`config.mk`:
```
export PLATFORM = sky130hd
export DESIGN_NAME = vga_timing_sequencer_flat
export DESIGN_NICKNAME = d
export VERILOG_FILES = /design/src/rtl/vga_timing_sequencer_if.sv /design/src/rtl/vga_timing_sequencer.sv /design/src/flat_wrapper.sv
export SDC_FILE = /design/constraint.sdc
export NUM_CORES = 1
export LEC_CHECK = 0
export ABC_AREA = 0
export ABC_CLOCK_PERIOD_IN_PS = 16700
export CORE_ASPECT_RATIO = 1.75
export CORE_MARGIN = 4
export CORE_UTILIZATION = 64
export DETAILED_ROUTE_END_ITERATION = 16
export GPL_TIMING_DRIVEN = 0
export PLACE_DENSITY = 0.88
export SLEW_MARGIN = 10
export SYNTH_ARGS = -nofsm -noshare
export SYNTH_HDL_FRONTEND = slang
export SYNTH_SLANG_ARGS = --single-unit
```
`constraint.sdc`:
```
create_clock -name Clk -period 16.7 [get_ports Clk]
set_input_delay 2.505 -clock Clk [delete_from_list [all_inputs] [get_ports Clk]]
set_output_delay 2.505 -clock Clk [all_outputs]
set_load 0.02 [all_outputs]
```
`src/rtl/vga_timing_sequencer_if.sv`:
```
// Configuration channel between the config unit and the VGA timing sequencer.
// Handshake: a timing set transfers on a clock edge where Cfg_valid and
// Cfg_ready are both 1. Cfg_ready depends only on the sequencer's internal
// state, never combinationally on Cfg_valid. Cfg_err is a one-cycle pulse that
// follows an offer that was seen while Cfg_ready=1 but held an invalid set.
//   master : config unit (drives valid + fields, observes ready/err)
//   slave  : vga_timing_sequencer
interface vga_timing_sequencer_if #(
  parameter int W = 11
);
  logic         Cfg_valid;
  logic         Cfg_ready;
  logic         Cfg_err;
  logic [W-1:0] Cfg_h_act;
  logic [W-1:0] Cfg_h_fp;
  logic [W-1:0] Cfg_h_sync;
  logic [W-1:0] Cfg_h_bp;
  logic [W-1:0] Cfg_v_act;
  logic [W-1:0] Cfg_v_fp;
  logic [W-1:0] Cfg_v_sync;
  logic [W-1:0] Cfg_v_bp;

  modport master (
    output Cfg_valid, Cfg_h_act, Cfg_h_fp, Cfg_h_sync, Cfg_h_bp,
           Cfg_v_act, Cfg_v_fp, Cfg_v_sync, Cfg_v_bp,
    input  Cfg_ready, Cfg_err
  );

  modport slave (
    input  Cfg_valid, Cfg_h_act, Cfg_h_fp, Cfg_h_sync, Cfg_h_bp,
           Cfg_v_act, Cfg_v_fp, Cfg_v_sync, Cfg_v_bp,
    output Cfg_ready, Cfg_err
  );
endinterface

```
`src/rtl/vga_timing_sequencer.sv`:
```
// VGA timing sequencer: pixel/line counters, registered sync pulses and
// display-region margins for the colour-assign stage. A live timing set drives
// the scan; a shadow set loaded over the cfg channel becomes live only at a
// frame boundary (or while idle), so margins never change mid-frame.
// Ports:
//   Clk, Rst        pixel clock, asynchronous active-high reset
//   Enable          1 = scan, 0 = return to idle
//   cfg             config channel (slave modport)
//   Count_h/v       pixel / line counters
//   H/V_*_margin    sync+bp and sync+bp+act-1 of the live set
//   Hsync, Vsync    sync pulses, active level SYNC_POL
//   Frame_start     pulse on the Count=(0,0) cycle of a running frame
//   Dbg_state       FSM state (0 = IDLE, 1 = RUN)
module vga_timing_sequencer #(
  parameter int REZ_MAX_WIDTH = 11,
  parameter bit SYNC_POL      = 1'b0,
  parameter int DEF_H_ACT     = 640,
  parameter int DEF_H_FP      = 16,
  parameter int DEF_H_SYNC    = 96,
  parameter int DEF_H_BP      = 48,
  parameter int DEF_V_ACT     = 480,
  parameter int DEF_V_FP      = 10,
  parameter int DEF_V_SYNC    = 2,
  parameter int DEF_V_BP      = 33
) (
  input  logic                     Clk,
  input  logic                     Rst,
  input  logic                     Enable,
  vga_timing_sequencer_if.slave    cfg,
  output logic [REZ_MAX_WIDTH-1:0] Count_h,
  output logic [REZ_MAX_WIDTH-1:0] Count_v,
  output logic [REZ_MAX_WIDTH-1:0] H_left_margin,
  output logic [REZ_MAX_WIDTH-1:0] H_right_margin,
  output logic [REZ_MAX_WIDTH-1:0] V_left_margin,
  output logic [REZ_MAX_WIDTH-1:0] V_right_margin,
  output logic                     Hsync,
  output logic                     Vsync,
  output logic                     Frame_start,
  output logic                     Dbg_state
);
  localparam int W = REZ_MAX_WIDTH;

  typedef struct packed {
    logic [W-1:0] h_act, h_fp, h_sync, h_bp;
    logic [W-1:0] v_act, v_fp, v_sync, v_bp;
  } timing_t;

  typedef enum logic {S_IDLE = 1'b0, S_RUN = 1'b1} state_t;

  localparam timing_t DEF_SET = '{
    h_act: W'(DEF_H_ACT), h_fp: W'(DEF_H_FP), h_sync: W'(DEF_H_SYNC), h_bp: W'(DEF_H_BP),
    v_act: W'(DEF_V_ACT), v_fp: W'(DEF_V_FP), v_sync: W'(DEF_V_SYNC), v_bp: W'(DEF_V_BP)};
  localparam logic [W-1:0] DEF_HL = W'(DEF_H_SYNC + DEF_H_BP);
  localparam logic [W-1:0] DEF_HR = W'(DEF_H_SYNC + DEF_H_BP + DEF_H_ACT - 1);
  localparam logic [W-1:0] DEF_VL = W'(DEF_V_SYNC + DEF_V_BP);
  localparam logic [W-1:0] DEF_VR = W'(DEF_V_SYNC + DEF_V_BP + DEF_V_ACT - 1);
  // 2^W, the largest legal total
  localparam logic [W+1:0] TOT_MAX = {2'b01, {W{1'b0}}};

  state_t       r_state, w_state_nxt;
  timing_t      r_live, r_shadow, w_cfg, w_live_nxt;
  logic         r_pending, r_cfg_err, r_hsync, r_vsync, r_frame_start;
  logic [W-1:0] r_cnt_h, r_cnt_v, w_cnt_h_nxt, w_cnt_v_nxt;
  logic [W-1:0] r_hl, r_hr, r_vl, r_vr;
  logic [W-1:0] w_sh_hl, w_sh_hr, w_sh_vl, w_sh_vr;
  logic [W:0]   w_htot, w_vtot;
  logic [W+1:0] w_cfg_htot, w_cfg_vtot;
  logic         w_h_last, w_v_last, w_apply, w_offer, w_cfg_ok, w_accept;
  logic         w_hs_act, w_vs_act;

  assign w_cfg = '{
    h_act: cfg.Cfg_h_act, h_fp: cfg.Cfg_h_fp, h_sync: cfg.Cfg_h_sync, h_bp: cfg.Cfg_h_bp,
    v_act: cfg.Cfg_v_act, v_fp: cfg.Cfg_v_fp, v_sync: cfg.Cfg_v_sync, v_bp: cfg.Cfg_v_bp};

  // Live totals fit in W+1 bits because only validated sets (<= 2^W) go live.
  assign w_htot = {1'b0, r_live.h_act} + {1'b0, r_live.h_fp} + {1'b0, r_live.h_sync} + {1'b0, r_live.h_bp};
  assign w_vtot = {1'b0, r_live.v_act} + {1'b0, r_live.v_fp} + {1'b0, r_live.v_sync} + {1'b0, r_live.v_bp};

  // Offered totals get two extra bits so four near-maximal fields cannot wrap
  // around and slip past the range check.
  assign w_cfg_htot = {2'b0, w_cfg.h_act} + {2'b0, w_cfg.h_fp} + {2'b0, w_cfg.h_sync} + {2'b0, w_cfg.h_bp};
  assign w_cfg_vtot = {2'b0, w_cfg.v_act} + {2'b0, w_cfg.v_fp} + {2'b0, w_cfg.v_sync} + {2'b0, w_cfg.v_bp};

  assign w_cfg_ok = (w_cfg.h_act != '0) && (w_cfg.h_fp != '0) && (w_cfg.h_sync != '0) &&
                    (w_cfg.h_bp != '0) && (w_cfg.v_act != '0) && (w_cfg.v_fp != '0) &&
                    (w_cfg.v_sync != '0) && (w_cfg.v_bp != '0) &&
                    (w_cfg_htot <= TOT_MAX) && (w_cfg_vtot <= TOT_MAX);

  assign w_offer  = cfg.Cfg_valid && !r_pending;
  assign w_accept = w_offer && w_cfg_ok;

  assign w_h_last = ({1'b0, r_cnt_h} == w_htot - 1'b1);
  assign w_v_last = ({1'b0, r_cnt_v} == w_vtot - 1'b1);

  // A pending set goes live on any idle clock, or on the last pixel of a frame.
  assign w_apply    = r_pending && ((r_state == S_IDLE) || (w_h_last && w_v_last));
  assign w_live_nxt = w_apply ? r_shadow : r_live;

  assign w_sh_hl = r_shadow.h_sync + r_shadow.h_bp;
  assign w_sh_hr = w_sh_hl + r_shadow.h_act - 1'b1;
  assign w_sh_vl = r_shadow.v_sync + r_shadow.v_bp;
  assign w_sh_vr = w_sh_vl + r_shadow.v_act - 1'b1;

  always_comb begin
    w_state_nxt = r_state;
    w_cnt_h_nxt = r_cnt_h;
    w_cnt_v_nxt = r_cnt_v;
    unique case (r_state)
      S_IDLE: begin
        w_cnt_h_nxt = '0;
        w_cnt_v_nxt = '0;
        if (Enable) w_state_nxt = S_RUN;
      end
      S_RUN: begin
        if (!Enable) begin
          w_state_nxt = S_IDLE;
          w_cnt_h_nxt = '0;
          w_cnt_v_nxt = '0;
        end else if (w_h_last) begin
          w_cnt_h_nxt = '0;
          w_cnt_v_nxt = w_v_last ? '0 : r_cnt_v + 1'b1;
        end else begin
          w_cnt_h_nxt = r_cnt_h + 1'b1;
        end
      end
      default: w_state_nxt = S_IDLE;
    endcase
  end

  // Syncs are decoded from the next counter value against the next live set,
  // so the registered pulse lines up with the counter that produced it.
  assign w_hs_act = (w_state_nxt == S_RUN) && (w_cnt_h_nxt < w_live_nxt.h_sync);
  assign w_vs_act = (w_state_nxt == S_RUN) && (w_cnt_v_nxt < w_live_nxt.v_sync);

  always_ff @(posedge Clk or posedge Rst) begin
    if (Rst) begin
      r_state       <= S_IDLE;
      r_cnt_h       <= '0;
      r_cnt_v       <= '0;
      r_live        <= DEF_SET;
      r_shadow      <= DEF_SET;
      r_pending     <= 1'b0;
      r_cfg_err     <= 1'b0;
      r_hl          <= DEF_HL;
      r_hr          <= DEF_HR;
      r_vl          <= DEF_VL;
      r_vr          <= DEF_VR;
      r_hsync       <= ~SYNC_POL;
      r_vsync       <= ~SYNC_POL;
      r_frame_start <= 1'b0;
    end else begin
      r_state       <= w_state_nxt;
      r_cnt_h       <= w_cnt_h_nxt;
      r_cnt_v       <= w_cnt_v_nxt;
      r_live        <= w_live_nxt;
      if (w_accept) r_shadow <= w_cfg;
      // accept needs !pending and apply needs pending, so they never collide
      r_pending     <= w_accept || (r_pending && !w_apply);
      r_cfg_err     <= w_offer && !w_cfg_ok;
      if (w_apply) begin
        r_hl <= w_sh_hl;
        r_hr <= w_sh_hr;
        r_vl <= w_sh_vl;
        r_vr <= w_sh_vr;
      end
      r_hsync       <= w_hs_act ? SYNC_POL : ~SYNC_POL;
      r_vsync       <= w_vs_act ? SYNC_POL : ~SYNC_POL;
      r_frame_start <= (w_state_nxt == S_RUN) && (w_cnt_h_nxt == '0) && (w_cnt_v_nxt == '0);
    end
  end

  assign cfg.Cfg_ready  = ~r_pending;
  assign cfg.Cfg_err    = r_cfg_err;
  assign Count_h        = r_cnt_h;
  assign Count_v        = r_cnt_v;
  assign H_left_margin  = r_hl;
  assign H_right_margin = r_hr;
  assign V_left_margin  = r_vl;
  assign V_right_margin = r_vr;
  assign Hsync          = r_hsync;
  assign Vsync          = r_vsync;
  assign Frame_start    = r_frame_start;
  assign Dbg_state      = (r_state == S_RUN);
endmodule

```
`src/flat_wrapper.sv`:
```
// flat-port wrapper written by rule: the top's interface ports become plain ports
module vga_timing_sequencer_flat 
#(
  parameter int REZ_MAX_WIDTH = 11,
  parameter bit SYNC_POL      = 1'b0,
  parameter int DEF_H_ACT     = 640,
  parameter int DEF_H_FP      = 16,
  parameter int DEF_H_SYNC    = 96,
  parameter int DEF_H_BP      = 48,
  parameter int DEF_V_ACT     = 480,
  parameter int DEF_V_FP      = 10,
  parameter int DEF_V_SYNC    = 2,
  parameter int DEF_V_BP      = 33
)
  (Clk, Rst, Enable, Count_h, Count_v, H_left_margin, H_right_margin, V_left_margin, V_right_margin, Hsync, Vsync, Frame_start, Dbg_state, cfg_Cfg_valid, cfg_Cfg_h_act, cfg_Cfg_h_fp, cfg_Cfg_h_sync, cfg_Cfg_h_bp, cfg_Cfg_v_act, cfg_Cfg_v_fp, cfg_Cfg_v_sync, cfg_Cfg_v_bp, cfg_Cfg_ready, cfg_Cfg_err);
  vga_timing_sequencer_if #(.W((11))) cfg_i ();
  input  logic Clk;
  input  logic Rst;
  input  logic Enable;
  output logic [REZ_MAX_WIDTH-1:0] Count_h;
  output logic [REZ_MAX_WIDTH-1:0] Count_v;
  output logic [REZ_MAX_WIDTH-1:0] H_left_margin;
  output logic [REZ_MAX_WIDTH-1:0] H_right_margin;
  output logic [REZ_MAX_WIDTH-1:0] V_left_margin;
  output logic [REZ_MAX_WIDTH-1:0] V_right_margin;
  output logic Hsync;
  output logic Vsync;
  output logic Frame_start;
  output logic Dbg_state;
  input wire logic [$bits(cfg_i.Cfg_valid)-1:0] cfg_Cfg_valid;
  input wire logic [$bits(cfg_i.Cfg_h_act)-1:0] cfg_Cfg_h_act;
  input wire logic [$bits(cfg_i.Cfg_h_fp)-1:0] cfg_Cfg_h_fp;
  input wire logic [$bits(cfg_i.Cfg_h_sync)-1:0] cfg_Cfg_h_sync;
  input wire logic [$bits(cfg_i.Cfg_h_bp)-1:0] cfg_Cfg_h_bp;
  input wire logic [$bits(cfg_i.Cfg_v_act)-1:0] cfg_Cfg_v_act;
  input wire logic [$bits(cfg_i.Cfg_v_fp)-1:0] cfg_Cfg_v_fp;
  input wire logic [$bits(cfg_i.Cfg_v_sync)-1:0] cfg_Cfg_v_sync;
  input wire logic [$bits(cfg_i.Cfg_v_bp)-1:0] cfg_Cfg_v_bp;
  output wire logic [$bits(cfg_i.Cfg_ready)-1:0] cfg_Cfg_ready;
  output wire logic [$bits(cfg_i.Cfg_err)-1:0] cfg_Cfg_err;
  assign cfg_i.Cfg_valid = cfg_Cfg_valid;
  assign cfg_i.Cfg_h_act = cfg_Cfg_h_act;
  assign cfg_i.Cfg_h_fp = cfg_Cfg_h_fp;
  assign cfg_i.Cfg_h_sync = cfg_Cfg_h_sync;
  assign cfg_i.Cfg_h_bp = cfg_Cfg_h_bp;
  assign cfg_i.Cfg_v_act = cfg_Cfg_v_act;
  assign cfg_i.Cfg_v_fp = cfg_Cfg_v_fp;
  assign cfg_i.Cfg_v_sync = cfg_Cfg_v_sync;
  assign cfg_i.Cfg_v_bp = cfg_Cfg_v_bp;
  assign cfg_Cfg_ready = cfg_i.Cfg_ready;
  assign cfg_Cfg_err = cfg_i.Cfg_err;
  vga_timing_sequencer #(.REZ_MAX_WIDTH(REZ_MAX_WIDTH), .SYNC_POL(SYNC_POL), .DEF_H_ACT(DEF_H_ACT), .DEF_H_FP(DEF_H_FP), .DEF_H_SYNC(DEF_H_SYNC), .DEF_H_BP(DEF_H_BP), .DEF_V_ACT(DEF_V_ACT), .DEF_V_FP(DEF_V_FP), .DEF_V_SYNC(DEF_V_SYNC), .DEF_V_BP(DEF_V_BP)) u_core (.Clk(Clk), .Rst(Rst), .Enable(Enable), .cfg(cfg_i), .Count_h(Count_h), .Count_v(Count_v), .H_left_margin(H_left_margin), .H_right_margin(H_right_margin), .V_left_margin(V_left_margin), .V_right_margin(V_right_margin), .Hsync(Hsync), .Vsync(Vsync), .Frame_start(Frame_start), .Dbg_state(Dbg_state));
endmodule
```
==> impl_metrics.ini <==
[min_path]
hp-class = reg -> reg
hold_depth = 2
holdPathEnd = u_core.H_right_margin[7]
worstHoldStart = u_core.H_right_margin[7]

[sta]
finalCritPeriodShare_pct = 48.5
tightest_slew_ns = 0.750
slew_violations = 0
rsz0062_at_grt = false
relSlewSlack_pct = 50.0
hold_slack_ns = 0.477
min_period_ns = 8.11
finalHoldViolCount = 0
final.setup.tns_ns = 0
finalSetupViolations = 0
worst_clock_skew_ns = 0.0272
max_freq_mhz = 123

[detailed_routing]
drc = 0
drt-initial-drc-count = 799
finalWirelength_um = 50600
viasPerCell = 6.09
ant_nets = 0
routedWlPerCell_um = 21.8
vias = 14100
drt_first_pass_iters = 7

[logic_synthesis]
synth-edff-count = 0
avgSynthCellArea_um2 = 10.1
seq_area_frac_synth_pct = 35.6
yosys.area.top_type = dfrtp_1
yosys_warnings = 0
synth_cell_types = 66
synthTopCellsByArea = dfrtp_1, ha_1, fa_1
ys.flop_type = dfrtp_1
syn_area_mm2 = 0.0176
async_flop_share_pct = 100
ys_seq_elements = 248
yosysTopAreaCellShare_pct = 28.6
synthesis.nets = 2072
netlist_instances = 1738

[worst_setup_path]
setup.worst_path.class = in -> reg
slowest_delay_ns = 0.50
crit_slowest_cell = fa_1
start_kind = primary input
worstPathArrival_ns = 8.54
end_kind = flop
r2r_slack_ns = 9.49
reg2regPathDepth = 27
r2r-end = u_core.Hsync
crit_top_cell = a21oi_1
reg2reg_from = u_core.r_live[12]
worstPathMaxFanout = 10
required_ns = 17.13

[die]
core_mm2 = 0.0272
dieArea_mm2 = 0.0303
num_io_pins = 164
num_rows = 80
die_h_um = 227
die_w_um = 133
initial_core_util_pct = 64.6

[placement]
dp.cells = 2272
hpwlAfterDp_um = 40800
gp_congestion = 0.952
port_buffers = 163
dpl_cell_area_mm2 = 0.0197

[global_route]
antenna_found_initial = 0
grt_max_degree = 94
grtUsageTotal_pct = 33.9
grt_pass1_vias = 15300
grt_pass1_wl_um = 79200
grt_overflow = 0

[layout]
mostFrequentLayoutCell = inv_1
final.fill_count = 1836
final_cell_count_no_fill = 2318
seq_area_mm2 = 0.00626
diodes = 0
final_cell_area_mm2 = 0.0207
nets = 2264
final_cell_mix = inv_1, dfrtp_1, ha_1
drive_gt1_share_pct = 12.4
multi_input_area_mm2 = 0.00997
syn_to_final_growth_pct = 17.4

[clocking]
htreeDepth = 1
cts_max_path_buffers = 3
cts_tree = built
cts_root_buf = clkbuf_16
numCtsBuffers = 25
clkLatencyLatePin_ns = 0.56
ctsHoldBuffers = 0
ctsResizeCount = 0
clkTransAtPathRegs_ns = 0.06
post-cts-setup-buffers = 0
cts_sinks = 248

[job]
max_cap_viol_count = 0

[run_status]
status = complete, no violations
## cells in the mapped netlist (4+ instances only)
library cell	instances
inv_1	304
dfrtp_1	201
ha_1	170
mux2_2	104
nand2_1	98
o21ai_0	86
fa_1	72
a21oi_1	71
xnor2_1	63
xor2_1	50
dfstp_2	47
nor2_1	44
nor3_1	39
a21o_1	31
mux2_1	28
nor4_1	27
and3_1	26
nand3_1	26
mux2i_1	24
o21bai_1	23
nand4_1	19
clkbuf_1	18
a2111oi_0	12
buf_2	10
or3_1	10
mux2_4	9
nand2b_1	9
a31oi_1	8
buf_4	8
o211ai_1	8
buf_1	7
or4_1	7
and2_1	6
and4_1	6
nor2b_1	6
o2111ai_1	5
o31ai_1	5
or2_2	4
## cell families (layout without fill, tap and decap cells)
family          after synthesis  after routing  share of synthesized area, %
compound gates              284            284                          10.3
buf+inv                     348            559                          7.71
simple gates                337            337                          9.80
fa+ha+maj                   242            242                          20.3
mux                         165            165                          10.6
xor+xnor                    114            114                          5.75
flops                       248            248                          35.6
## worst max path at each step
| stage | startpoint | slack, ns | to |
|---|---|---|---|
| 3_3_place_gp | Rst | 4.73 | u_core.r_live[21] |
| 5_1_grt | cfg_Cfg_h_act[0] | 8.25 | u_core.r_shadow[13] |
| 6_report | cfg_Cfg_v_fp[0] | 8.59 | u_core.r_shadow[13] |
| 4_1_cts | cfg_Cfg_h_act[0] | 8.70 | u_core.r_shadow[13] |
| 2_1_floorplan | Rst | 7.46 | u_core.Count_h[0] |
| 3_5_place_dp | cfg_Cfg_h_act[0] | 8.17 | u_core.r_shadow[31] |
## registers in the layout, summed over array words and instances (netlist names)
register               cells
u_core.Hsync               1
u_core.V_right_margin     11
u_core.r_pending           1
u_core.Frame_start         1
u_core.cfg.Cfg_err         1
u_core.H_left_margin      11
u_core.r_live             88
u_core.Dbg_state           1
u_core.Count_h            11
u_core.V_left_margin      11
u_core.Count_v            11
u_core.Vsync               1
u_core.H_right_margin     11
u_core.r_shadow           88
## metal layers
metal / vias up / track usage (%) / part of all wire (%)
met2: 633 / 61.3 / 52
li1: 6287 / - / -
met3: 286 / 3.43 / 4.4
met1: 6917 / 33.1 / 32
met4: 0 / 32.9 / 12
met5: - / 0 / 0
## worst max-delay path: cells and delay by family
kind,cells,cell delay [ns]
muxes,1,0.40
buffers and inverters,4,1.08
and+or+nand+nor,3,0.63
adders and majority gates,4,1.53
xor gates and xnor gates,1,0.11
AOI/OAI and AO/OA,12,2.26
## area by class of cell
type                            count  area share [%]
Multi-Input combinational cell   1142            48.3
Sequential cell                   248            30.3
Timing Repair Buffer              165            8.17
Clock buffer                       30            3.36
Clock inverter                     16            1.03
Inverter                          304            5.56
Buffer                             44            1.04
Tap cell                          369            2.24
## through the flow
step / util, % / setup WS [ns]
after floorplan: - / 7.46
after global placement: 72.3 / 4.73
after detailed placement: 72.5 / 8.17
after CTS: 75.9 / 8.70
after global routing: 75.9 / 8.25
final: 75.9 / 8.59
Power is left out: the tool's default activity adds up to more than one toggle a clock period on the data nets, which glitch-free logic cannot reach.
